### src/rtl/i2c_target_phy.sv
// I2C target bit engine: synchronizes the raw pads, detects START/STOP, matches a 7-bit address
// and moves write/read bytes with ACK handling. No general call, no clock stretching.
module i2c_target_phy #(
    parameter logic [6:0] ADDR = 7'h2A
) (
    input  logic       clk,
    input  logic       rst_n,
    input  logic       scl_i,
    input  logic       sda_i,
    output logic       sda_pull,
    output logic       start_o,
    output logic       stop_o,
    output logic       busy,
    output logic       wr_valid,
    output logic [7:0] wr_data,
    output logic       wr_first,
    output logic       rd_req,
    input  logic [7:0] rd_data
);

    typedef enum logic [2:0] {
        StIdle,
        StAddr,
        StAddrAck,
        StWrite,
        StWriteAck,
        StRead,
        StReadAck,
        StIgnore
    } state_e;

    state_e      state_q;
    logic [2:0]  scl_sync_q;
    logic [2:0]  sda_sync_q;
    logic [7:0]  shift_q;
    logic [7:0]  tx_q;
    logic [3:0]  cnt_q;
    logic        rw_q;
    logic        first_q;

    logic scl_s, sda_s;
    logic scl_rise, scl_fall;
    logic start_det, stop_det;

    // Bit [1] is the synchronized level, bit [2] its previous value for edge detection.
    assign scl_s     = scl_sync_q[1];
    assign sda_s     = sda_sync_q[1];
    assign scl_rise  = scl_sync_q[1] & ~scl_sync_q[2];
    assign scl_fall  = ~scl_sync_q[1] & scl_sync_q[2];
    assign start_det = scl_s & ~sda_sync_q[1] & sda_sync_q[2];
    assign stop_det  = scl_s & sda_sync_q[1] & ~sda_sync_q[2];

    always_ff @(posedge clk or negedge rst_n) begin
        if (!rst_n) begin
            state_q    <= StIdle;
            scl_sync_q <= 3'b111;
            sda_sync_q <= 3'b111;
            shift_q    <= 8'h00;
            tx_q       <= 8'h00;
            cnt_q      <= 4'd0;
            rw_q       <= 1'b0;
            first_q    <= 1'b0;
            sda_pull   <= 1'b0;
            start_o    <= 1'b0;
            stop_o     <= 1'b0;
            busy       <= 1'b0;
            wr_valid   <= 1'b0;
            wr_data    <= 8'h00;
            wr_first   <= 1'b0;
            rd_req     <= 1'b0;
        end else begin
            scl_sync_q <= {scl_sync_q[1:0], scl_i};
            sda_sync_q <= {sda_sync_q[1:0], sda_i};
            start_o    <= 1'b0;
            stop_o     <= 1'b0;
            wr_valid   <= 1'b0;
            rd_req     <= 1'b0;

            if (start_det) begin
                state_q  <= StAddr;
                cnt_q    <= 4'd0;
                sda_pull <= 1'b0;
                busy     <= 1'b0;
                start_o  <= 1'b1;
            end else if (stop_det) begin
                state_q  <= StIdle;
                sda_pull <= 1'b0;
                busy     <= 1'b0;
                stop_o   <= 1'b1;
            end else begin
                case (state_q)
                    StAddr: begin
                        if (scl_rise) begin
                            shift_q <= {shift_q[6:0], sda_s};
                            cnt_q   <= cnt_q + 4'd1;
                        end else if (scl_fall && cnt_q == 4'd8) begin
                            if (shift_q[7:1] == ADDR) begin
                                state_q  <= StAddrAck;
                                sda_pull <= 1'b1;
                                rw_q     <= shift_q[0];
                                busy     <= 1'b1;
                                first_q  <= 1'b1;
                            end else begin
                                state_q  <= StIgnore;
                                sda_pull <= 1'b0;
                            end
                        end
                    end
                    StAddrAck: begin
                        if (scl_fall) begin
                            if (rw_q) begin
                                state_q  <= StRead;
                                rd_req   <= 1'b1;
                                tx_q     <= rd_data;
                                sda_pull <= ~rd_data[7];
                                cnt_q    <= 4'd1;
                            end else begin
                                state_q  <= StWrite;
                                sda_pull <= 1'b0;
                                cnt_q    <= 4'd0;
                            end
                        end
                    end
                    StWrite: begin
                        if (scl_rise) begin
                            shift_q <= {shift_q[6:0], sda_s};
                            cnt_q   <= cnt_q + 4'd1;
                        end else if (scl_fall && cnt_q == 4'd8) begin
                            state_q  <= StWriteAck;
                            wr_valid <= 1'b1;
                            wr_data  <= shift_q;
                            wr_first <= first_q;
                            first_q  <= 1'b0;
                            sda_pull <= 1'b1;
                        end
                    end
                    StWriteAck: begin
                        if (scl_fall) begin
                            state_q  <= StWrite;
                            sda_pull <= 1'b0;
                            cnt_q    <= 4'd0;
                        end
                    end
                    StRead: begin
                        // cnt_q counts bits already put on the bus for this byte.
                        if (scl_fall) begin
                            if (cnt_q == 4'd8) begin
                                state_q  <= StReadAck;
                                sda_pull <= 1'b0;
                            end else begin
                                sda_pull <= ~tx_q[3'd7 - cnt_q[2:0]];
                                cnt_q    <= cnt_q + 4'd1;
                            end
                        end
                    end
                    StReadAck: begin
                        if (scl_rise && sda_s) begin
                            state_q <= StIgnore;
                            busy    <= 1'b0;
                        end else if (scl_fall) begin
                            state_q  <= StRead;
                            rd_req   <= 1'b1;
                            tx_q     <= rd_data;
                            sda_pull <= ~rd_data[7];
                            cnt_q    <= 4'd1;
                        end
                    end
                    default: begin
                        sda_pull <= 1'b0;
                    end
                endcase
            end
        end
    end

endmodule

### config.mk
export PLATFORM = sky130hd
export DESIGN_NAME = i2c_target_phy
export DESIGN_NICKNAME = d
export VERILOG_FILES = /design/src/rtl/i2c_target_phy.sv
export SDC_FILE = /design/constraint.sdc
export NUM_CORES = 1
export LEC_CHECK = 0
export BUFFER_PORTS_ARGS = -buffer_cell sky130_fd_sc_hd__buf_2
export CORE_ASPECT_RATIO = 0.8
export CORE_UTILIZATION = 57
export CTS_CLUSTER_SIZE = 12
export DETAILED_ROUTE_END_ITERATION = 7
export PLACE_DENSITY = 0.79
export SYNTH_ARGS = -nofsm -noshare
export SYNTH_HDL_FRONTEND = slang
export SYNTH_SLANG_ARGS = --single-unit
### constraint.sdc
create_clock -name clk -period 2.4 [get_ports clk]
set_input_delay 0.6 -clock clk [delete_from_list [all_inputs] [get_ports clk]]
set_output_delay 0.6 -clock clk [all_outputs]
set_load 0.03 [all_outputs]
==> results of run 1 <==
metal layers:
metal	global-route usage (%)	part of all wire, %	wire [um]	vias to the layer above
met5	0	0	0	-
met1	33.9	45	2020	821
met2	36.5	45	2020	80
met3	7.95	6.9	309	13
met4	11.7	2.4	106	0
li1	-	-	-	736
cell families after synthesis:
kind of cell	synth area share (%)
AOI/OAI and AO/OA	12.5
and+or+nand+nor	13.1
buffers and inverters	3.32
adders and majority gates	1.15
xor gates and xnor gates	0.401
DFF	53.1
muxes	16.4
layout make-up:
class	instances	area, um2
multi-input cells	123	958
flip-flops and latches	46	1160
well taps	42	52.6
clock inverters	1	8.76
clock buffers	7	86.3
inverters	9	33.8
fillers	262	1090
repair buffers	29	153
worst max-delay path: stages, from the launching register on:
cell	delay, ns
dfrtp_1	0.49
inv_1	0.12
ha_1	0.25
nand3b_1	0.20
nor2_1	0.14
o31ai_1	0.43
o221ai_1	0.19
and3_1	0.22
placed cells by master (no fill, tap or decap), types with 3 or more instances in the layout:
cell type / count
nor2b_1: 3
dfstp_2: 6
a21oi_1: 11
nand3_1: 4
dfrtp_1: 40
buf_2: 26
nand3b_1: 4
clkbuf_8: 6
nor2_1: 9
nand2b_1: 3
buf_4: 3
mux2_2: 23
nand2_1: 12
o21ai_0: 5
and3_1: 3
inv_1: 9
mux2_1: 4
through the flow:
| step | power, mW | std cells | instance area [um2] | setup WS, ns | hold slack [ns] |
|---|---|---|---|---|---|
| after detailed placement | 2.00 | 249 | 2360 | 0.310 | 0.354 |
| final | 2.51 | 257 | 2450 | 0.250 | 0.365 |
| after global routing | 2.66 | 257 | 2450 | 0.0669 | 0.369 |
| after global placement | 1.94 | 249 | 2360 | 0.444 | 0.346 |
| after CTS | 2.50 | 257 | 2450 | 0.269 | 0.366 |
| after floorplan | 1.78 | 185 | 2180 | 0.544 | 0.304 |
state kept, by name, summed over array words and instances (netlist names):
| signal | flops |
|---|---|
| sda_sync_q | 3 |
| rd_req | 1 |
| wr_valid | 1 |
| state_q | 3 |
| start_o | 1 |
| scl_sync_q | 3 |
| stop_o | 1 |
| wr_data | 8 |
| tx_q | 8 |
| cnt_q | 4 |
| sda_pull | 1 |
| rw_q | 1 |
| shift_q | 8 |
| busy | 1 |
| first_q | 1 |
| wr_first | 1 |
worst paths after layout:
check                                   startpoint                      end  depth (start not counted)
max                           cnt_q[0]$_DFFE_PN0P_   state_q[0]$_DFFE_PN0P_                          7
min                        scl_sync_q[0]$_DFF_PN1_  scl_sync_q[1]$_DFF_PN1_                          0
max reg2reg                   cnt_q[0]$_DFFE_PN0P_   state_q[0]$_DFFE_PN0P_                          7
min reg2reg                scl_sync_q[0]$_DFF_PN1_  scl_sync_q[1]$_DFF_PN1_                          0
max in group asynchronous                    rst_n      tx_q[3]$_DFFE_PN0P_                          2
min in group asynchronous                    rst_n       wr_valid$_DFF_PN0_                          1
power by group:
group / internal [mW] / switching, mW
combinational: 0.399 / 0.441
sequential: 0.942 / 0.235
clock: 0.238 / 0.255
total: 1.58 / 0.931
==> out/results.ini, run 1 <==
[status]
status = complete, but fails checks
violations = design-rule violations

[die]
die-area_um2 = 4080
io_pins = 27
rows = 19
initial_core_util_pct = 61.6
coreArea_um2 = 3540
die_h_um = 57.4
dieWidth_um = 71.2

[synthesis]
seq_area_frac_synth_pct = 53.1
synth_edf_count = 0
syn_area_per_cell_um2 = 11.8
synth_area_um2 = 2180
synth_common_cells = dfrtp_1 (40), mux2_2 (23), nand2_1 (12)
synth_most_common_cell = dfrtp_1
synth.distinct_cells = 51
synth-main-ff-cell = dfrtp_1
yosysTopAreaCell = dfrtp_1
synth_area_leaders = dfrtp_1 (46%), mux2_2 (12%), dfstp_2 (7.2%), a21oi_1 (2.5%), mux2_1 (2.1%)
synth_cells = 185
yosysWarnings = 0
async_flop_share_pct = 100
ys_seq_elements = 46
syn-num-nets = 199
netlist.area_leader.share_pct = 45.8

[setup_path]
crit_required_ns = 2.60
r2r_slack_ns = 0.25
worstSetupStartpointType = flop
crit_arrival_ns = 2.35
worstSetupEndpointType = flop
cp_max_fo = 6
crit_type = reg2reg

[placed_design]
portBuffers = 26
place_congestion = 0.951
dp_hpwl_um = 3220

[job]
drv_cap = 0

[cts]
cts_root_buf = clkbuf_8
post_cts_buffers = 0
cts_tree = yes
cts_buffer_depth = 2
insertion_delay_ns = 0.30
cts_inserted_buffers = 5
clk_pin_slew_ns = 0.08
htree_levels = 2
cts-resized-gates = 0
cts_hold_buf = 0
clkSinkCount = 46

[timing]
finalHoldViolCount = 0
rsz0062_at_grt = no
final_max_slew_viol_count = 0
setup_viol = 0
worst_pin_slew_ns = 0.856
relSlewSlack_pct = 42.9
fin_crit_ns = 2.15
fmax_mhz = 465
skew_ns = 0.00604
fin_tns_setup_ns = 0
fin_crit_sh_pct = 89.6

[layout]
drive_gt1_share_pct = 34.0
area_growth_pct = 12.3
utilization_pct = 69.2
diodes = 0
nNetsFinal = 228

[global_route]
grt_usage_pct = 24.8
antenna_found_initial = 0
grt_pass1_wl_um = 7480
grt_pass1_vias = 1566
grt_max_degree = 41
grt_overflow = 0

[drt]
via_count = 1650
drc = 1
first_pass_iters = 7
routedWlPerCell_um = 17.3
drt.antenna.violating_nets = 0
drt_iter0_drc = 266
routed_wl_um = 4450
viasPerCell = 6.42

[power_and_ir_drop]
p_per_area_nw_per_um2 = 1020
vdd_drop_max_mv = 0.637
power.leakage_nw = 1.19

[worst_hold_path]
min_path_type = reg2reg

No activity file was read; power rests on OpenSTA's default activity.
==> run 2: changes to the inputs <==
- ABC_AREA: default -> 1
- CORE_UTILIZATION: 57 -> 58
==> out/results.ini, run 2 <==
[status]
status = completed

[drt]
routedWlPerCell_um = 11.7  ; -32%
viasPerCell = 5.05  ; -21%
first_pass_iters = 4  ; -3
drc = 0  ; -1
via_count = 1940  ; +18%
drt_iter0_drc = 128  ; -52%
routed_wl_um = 4510  ; +1.3%
drt.antenna.violating_nets = 0  ; unchanged

[setup_path]
crit_required_ns = 2.58  ; -0.02 ns
cp_max_fo = 18  ; +12
worstSetupEndpointType = flop
cp_top_family = simple AND/OR/NAND/NOR gates
crit_arrival_ns = 2.01  ; -0.34 ns
worstSetupStartpointType = flop
crit_top_cell = nand2_1
cp_slowest_cell = dfrtp_1
critPathMaxStageDelay_ns = 0.47  ; -0.02 ns
cp.buffers_inverters = 2  ; +1
crit_type = reg2reg
crit_chain = inv_1 -> ha_1 -> nand2_1 -> nor2_1 -> nand2_1 -> nor2_4 -> inv_2 -> nand2_1 -> o21ai_2

[global_route]
grt_pass1_wl_um = 8120  ; +8.6%
grt_max_degree = 30  ; -27%
grt_usage_pct = 25.0  ; +0.14 points
grt_overflow = 0  ; unchanged
antenna_found_initial = 0  ; unchanged
grt_pass1_vias = 1845  ; +18%

[cts]
insertion_delay_ns = 0.29  ; about the same
post_cts_buffers = 0  ; unchanged
htree_levels = 2  ; unchanged
cts_root_buf = clkbuf_8
cts-resized-gates = 0  ; unchanged
cts_inserted_buffers = 5  ; unchanged
clk_pin_slew_ns = 0.08  ; about the same
cts_hold_buf = 0  ; unchanged
cts_tree = yes
cts_buffer_depth = 2  ; unchanged
clkSinkCount = 46  ; unchanged

[layout]
area_growth_pct = 12.5
final_area_um2 = 2620  ; +7.0%
seqCellArea_um2 = 1160  ; unchanged
multi_input_area_um2 = 1020  ; +6.3%
utilization_pct = 68.5  ; -0.67 points
fill_cells = 311  ; +19%
nNetsFinal = 342  ; +50%
mostFrequentLayoutCell = nand2_1
diodes = 0  ; unchanged
layout_common_cells = nand2_1 (107), dfrtp_1 (40), inv_1 (28)
largestRegisters = shift_q: 8 flops, tx_q: 8 flops, wr_data: 8 flops
drive_gt1_share_pct = 21.3  ; -13 points
final_cells = 384  ; +49%

[die]
die_h_um = 58.7  ; +2.4%
rows = 20  ; +1
coreArea_um2 = 3830  ; +8.1%
initial_core_util_pct = 60.9  ; -0.72 points
dieWidth_um = 72.9  ; +2.4%
die-area_um2 = 4280  ; +4.8%
io_pins = 27  ; unchanged

[placed_design]
dp_cells = 376  ; +51%
dp_hpwl_um = 3330  ; +3.5%
portBuffers = 26  ; unchanged
post-place-ws_ns = 0.600  ; +0.290 ns
place_congestion = 0.999  ; +5.1%
placed_area_um2 = 2520  ; +6.9%

[timing]
holdWs_ns = 0.316  ; -0.0487 ns
fin_tns_setup_ns = 0  ; unchanged
skew_ns = 0.00362  ; -0.00242 ns
worst_pin_slew_ns = 0.632  ; -0.224 ns
fin_crit_sh_pct = 76.2  ; -13 points
setup_ws_ns = 0.571  ; +0.321 ns
finalHoldViolCount = 0  ; unchanged
final_max_slew_viol_count = 0  ; unchanged
relSlewSlack_pct = 57.8  ; +15 points
setup_viol = 0  ; unchanged
fin_crit_ns = 1.83  ; -0.321 ns
rsz0062_at_grt = no
fmax_mhz = 547  ; +18%

[power_and_ir_drop]
p_per_area_nw_per_um2 = 980  ; -4.2%
p_total_mw = 2.57  ; +2.5%
power.leakage_nw = 1.40  ; +18%
vdd_drop_max_mv = 0.541  ; -15%

[synthesis]
synth_common_cells = nand2_1 (107), dfrtp_1 (40), inv_1 (28)
ys_seq_elements = 46  ; unchanged
synth_area_leaders = dfrtp_1 (43%), nand2_1 (17%), dfstp_2 (6.8%), nand3_1 (5.6%), inv_1 (4.5%)
synth_edf_count = 0  ; unchanged
synth.distinct_cells = 29  ; -43%
async_flop_share_pct = 100  ; unchanged
synth-main-ff-cell = dfrtp_1
netlist.area_leader.share_pct = 42.9  ; -2.9 points
yosysTopAreaCell = dfrtp_1
syn-num-nets = 311  ; +56%
synth_most_common_cell = nand2_1
seq_area_frac_synth_pct = 49.7  ; -3.4 points
synth_cells = 297  ; +61%
syn_area_per_cell_um2 = 7.85  ; -33%
synth_area_um2 = 2330  ; +6.8%
yosysWarnings = 0  ; unchanged

[job]
drv_cap = 0  ; unchanged

[worst_hold_path]
min_path_type = in2async

run 2: cell families after synthesis:
kind of cell / after synthesis / synth area share, %
buffers and inverters: 38 / 6.65
adder cells (fa/ha/maj): 2 / 1.07
XOR/XNOR: 1 / 0.376
flip-flops: 46 / 49.7
AND/OR/NAND/NOR: 176 / 33.3
AO/OA/AOI/OAI: 34 / 8.96
run 2: path summary, 6_finish.rpt:
kind / startpoint / endpoint / slack, ns / depth (start not counted)
max in group asynchronous: rst_n / sda_sync_q[1]$_DFF_PN1_ / 1.42 / 2
min: rst_n / wr_data[1]$_DFFE_PN0P_ / 0.32 / 1
max reg2reg: cnt_q[0]$_DFFE_PN0P_ / wr_data[4]$_DFFE_PN0P_ / 0.57 / 9
max: cnt_q[0]$_DFFE_PN0P_ / wr_data[4]$_DFFE_PN0P_ / 0.57 / 9
min in group clk: scl_sync_q[0]$_DFF_PN1_ / scl_sync_q[1]$_DFF_PN1_ / 0.36 / 0
min reg2reg: scl_sync_q[0]$_DFF_PN1_ / scl_sync_q[1]$_DFF_PN1_ / 0.36 / 0
run 2: layout make-up:
class                      instances  share of cell area [%]
clock buffer                       7                    3.67
tap                               55                    2.62
clock inverter                     1                   0.334
timing repair buffer              28                    5.53
multi-input combinational        213                    38.8
sequential                        46                    44.2
inverter                          34                    4.86
run 2: report_power, final:
part | switching (mW) | total (mW) | internal [mW]
registers | 0.155 | 1.07 | 0.915
logic | 0.645 | 0.987 | 0.343
clock network | 0.251 | 0.515 | 0.264
total | 1.05 | 2.57 | 1.52
run 2: per-layer routing:
| layer | share of wire, % | GRT usage (%) | wire, um |
|---|---|---|---|
| met1 | 51 | 36.5 | 2300 |
| met2 | 42 | 36.8 | 1900 |
| met3 | 5.3 | 5.99 | 238 |
| met4 | 1.7 | 8.12 | 75 |
| met5 | 0 | 0 | 0 |
==> run 3: changes to the inputs <==
- ABC_AREA: 1 -> 0
- CORE_UTILIZATION: 58 -> 51
- PLACE_DENSITY: 0.79 -> 0.74
- clock period: 2.4 -> 1.5 ns (I/O delays scaled with it)
==> out/results.ini, run 3 (synthesized netlist as in run 1, its figures left out) <==
[setup_path]
worstSetupStartpointType = flop
cp_slowest_cell = dfrtp_1
critPathMaxStageDelay_ns = 0.41  ; -0.06 ns
crit_chain = inv_2 -> ha_4 -> nand4bb_1 -> a222oi_1 -> buf_4 -> o31a_1 -> o2111ai_1 -> and3_1
crit_type = reg2reg
rr_worst_depth = 8  ; -1
crit_arrival_ns = 2.06  ; +0.05 ns
cp_max_fo = 3  ; -15
crit_required_ns = 1.70  ; -0.88 ns
cp.buffers_inverters = 2  ; unchanged
cp_top_family = compound AO/OA/AOI/OAI gates
cp.depth = 8  ; -1
worstSetupEndpointType = flop

[drt]
via_count = 1810  ; -6.7%
drt_iter0_drc = 139  ; +8.6%
routed_wl_um = 6120  ; +36%
drt.antenna.violating_nets = 0  ; unchanged
viasPerCell = 5.54  ; +9.6%
drc = 0  ; unchanged
first_pass_iters = 4  ; unchanged
routedWlPerCell_um = 18.7  ; +59%

[layout]
final_area_um2 = 3160  ; +21%
layout_common_cells = buf_4 (51), dfrtp_1 (37), buf_2 (26)
largestRegisters = shift_q: 8 flops, tx_q: 8 flops, wr_data: 8 flops
diodes = 0  ; unchanged
mostFrequentLayoutCell = buf_4
fill_cells = 240  ; -23%
drive_gt1_share_pct = 57.7  ; +36 points
area_growth_pct = 44.9
nNetsFinal = 285  ; -17%

[placed_design]
dp_hpwl_um = 4160  ; +25%
place_congestion = 0.927  ; -7.3%
portBuffers = 26  ; unchanged
placed_area_um2 = 2860  ; +14%

[cts]
insertion_delay_ns = 0.30  ; about the same
clkSinkCount = 46  ; unchanged
htree_levels = 2  ; unchanged
cts_inserted_buffers = 5  ; unchanged
clk_pin_slew_ns = 0.09  ; about the same
cts_tree = yes
cts_root_buf = clkbuf_8
cts_buffer_depth = 2  ; unchanged

[power_and_ir_drop]
power.leakage_nw = 1.55  ; +11%
vdd_drop_max_mv = 0.953  ; +76%
p_per_area_nw_per_um2 = 1650  ; +68%

[status]
violations = negative setup slack
status = complete, but fails checks

[die]
initial_core_util_pct = 55.2  ; -5.7 points
dieWidth_um = 75.2  ; +3.1%
die-area_um2 = 4550  ; +6.3%
die_h_um = 60.5  ; +3.1%
rows = 20  ; unchanged
io_pins = 27  ; unchanged
coreArea_um2 = 3950  ; +3.3%

[timing]
setup_ws_ns = -0.358  ; -0.929 ns
holdWs_ns = 0.168  ; -0.148 ns
relSlewSlack_pct = 72.5  ; +15 points
fmax_mhz = 538  ; -1.5%
final_max_slew_viol_count = 0  ; unchanged
skew_ns = 0.0115  ; +0.00785 ns
rsz0062_at_grt = yes
worst_pin_slew_ns = 0.412  ; -0.220 ns
fin_tns_setup_ns = -6.12  ; -6.12 ns
finalHoldViolCount = 0  ; unchanged
fin_crit_sh_pct = 124  ; +48 points
setup_viol = 31  ; +31
fin_crit_ns = 1.86  ; +0.0287 ns

[global_route]
antenna_found_initial = 0  ; unchanged
grt_overflow = 0  ; unchanged
grt_pass1_vias = 1790  ; -3.0%
grt_usage_pct = 28.0  ; +3.1 points
grt_max_degree = 34  ; +13%
grt_pass1_wl_um = 9080  ; +12%

[worst_hold_path]
min_delay_path_depth = 1
min_path_type = in2reg

[job]
drv_cap = 0  ; unchanged

-- run 3: final cells by class --
class / instances / area (um2) / share of cell area [%]
repair buffers: 86 / 622 / 19.7
well taps: 55 / 68.8 / 2.18
inverters: 9 / 33.8 / 1.07
multi-input cells: 123 / 1160 / 36.8
clock inverters: 3 / 43.8 / 1.38
clock buffers: 5 / 68.8 / 2.18
flip-flops and latches: 46 / 1160 / 36.7
-- run 3: worst reg2reg max path: stages (launching register included) --
cell and delay (ns):
dfrtp_1 0.41, inv_2 0.09, ha_4 0.14, nand4bb_1 0.12, a222oi_1 0.32, buf_4 0.18, o31a_1 0.21, o2111ai_1 0.12
and3_1 0.16
-- run 3: through the flow --
stage / utilization (%) / total power [mW] / worst slack, ns / cells
global placement: 72.3 / 3.82 / -0.255 / 314
CTS: 77.0 / 4.93 / -0.287 / 327
detailed placement: 72.3 / 3.90 / -0.282 / 314
finish: 80.0 / 5.22 / -0.358 / 327
floorplan: - / 2.94 / -0.260 / 185
global route: 80.0 / 5.47 / -0.449 / 327
-- run 3: worst paths after layout --
check / from / endpoint / slack, ns
hold reg to reg: scl_sync_q[0]$_DFF_PN1_ / scl_sync_q[1]$_DFF_PN1_ / 0.36
setup reg to reg: cnt_q[1]$_DFFE_PN0P_ / state_q[0]$_DFFE_PN0P_ / -0.36
max in group asynchronous: rst_n / sda_sync_q[1]$_DFF_PN1_ / 0.39
hold / removal: sda_i / sda_sync_q[0]$_DFF_PN1_ / 0.17
setup / recovery: cnt_q[1]$_DFFE_PN0P_ / state_q[0]$_DFFE_PN0P_ / -0.36
min in group asynchronous: rst_n / stop_o$_DFF_PN0_ / 0.52
-- run 3: per-layer routing --
| metal | share of wire, % | routed length [um] | track usage, % | up-vias |
|---|---|---|---|---|
| met5 | 0 | 0 | 0 | - |
| met4 | 1.3 | 81 | 9.26 | 0 |
| met3 | 4.7 | 289 | 4.98 | 8 |
| met2 | 47 | 2870 | 41.4 | 55 |
| met1 | 47 | 2870 | 42.2 | 898 |
| li1 | - | - | - | 849 |
-- run 3: report_power, final --
part           switching (mW)  internal, mW
clock network           0.450         0.500
registers               0.257          1.52
logic                    1.18          1.32
total                    1.88          3.34
-- run 3: repair_timing --
item,4_1_cts,5_1_grt
hold endpoints to repair,6,0
hold buffers,1,0
setup buffers,5,0
cloned,0,0
setup endpoints to repair,36,37
pin swaps,2,5
gates resized for setup,11,26
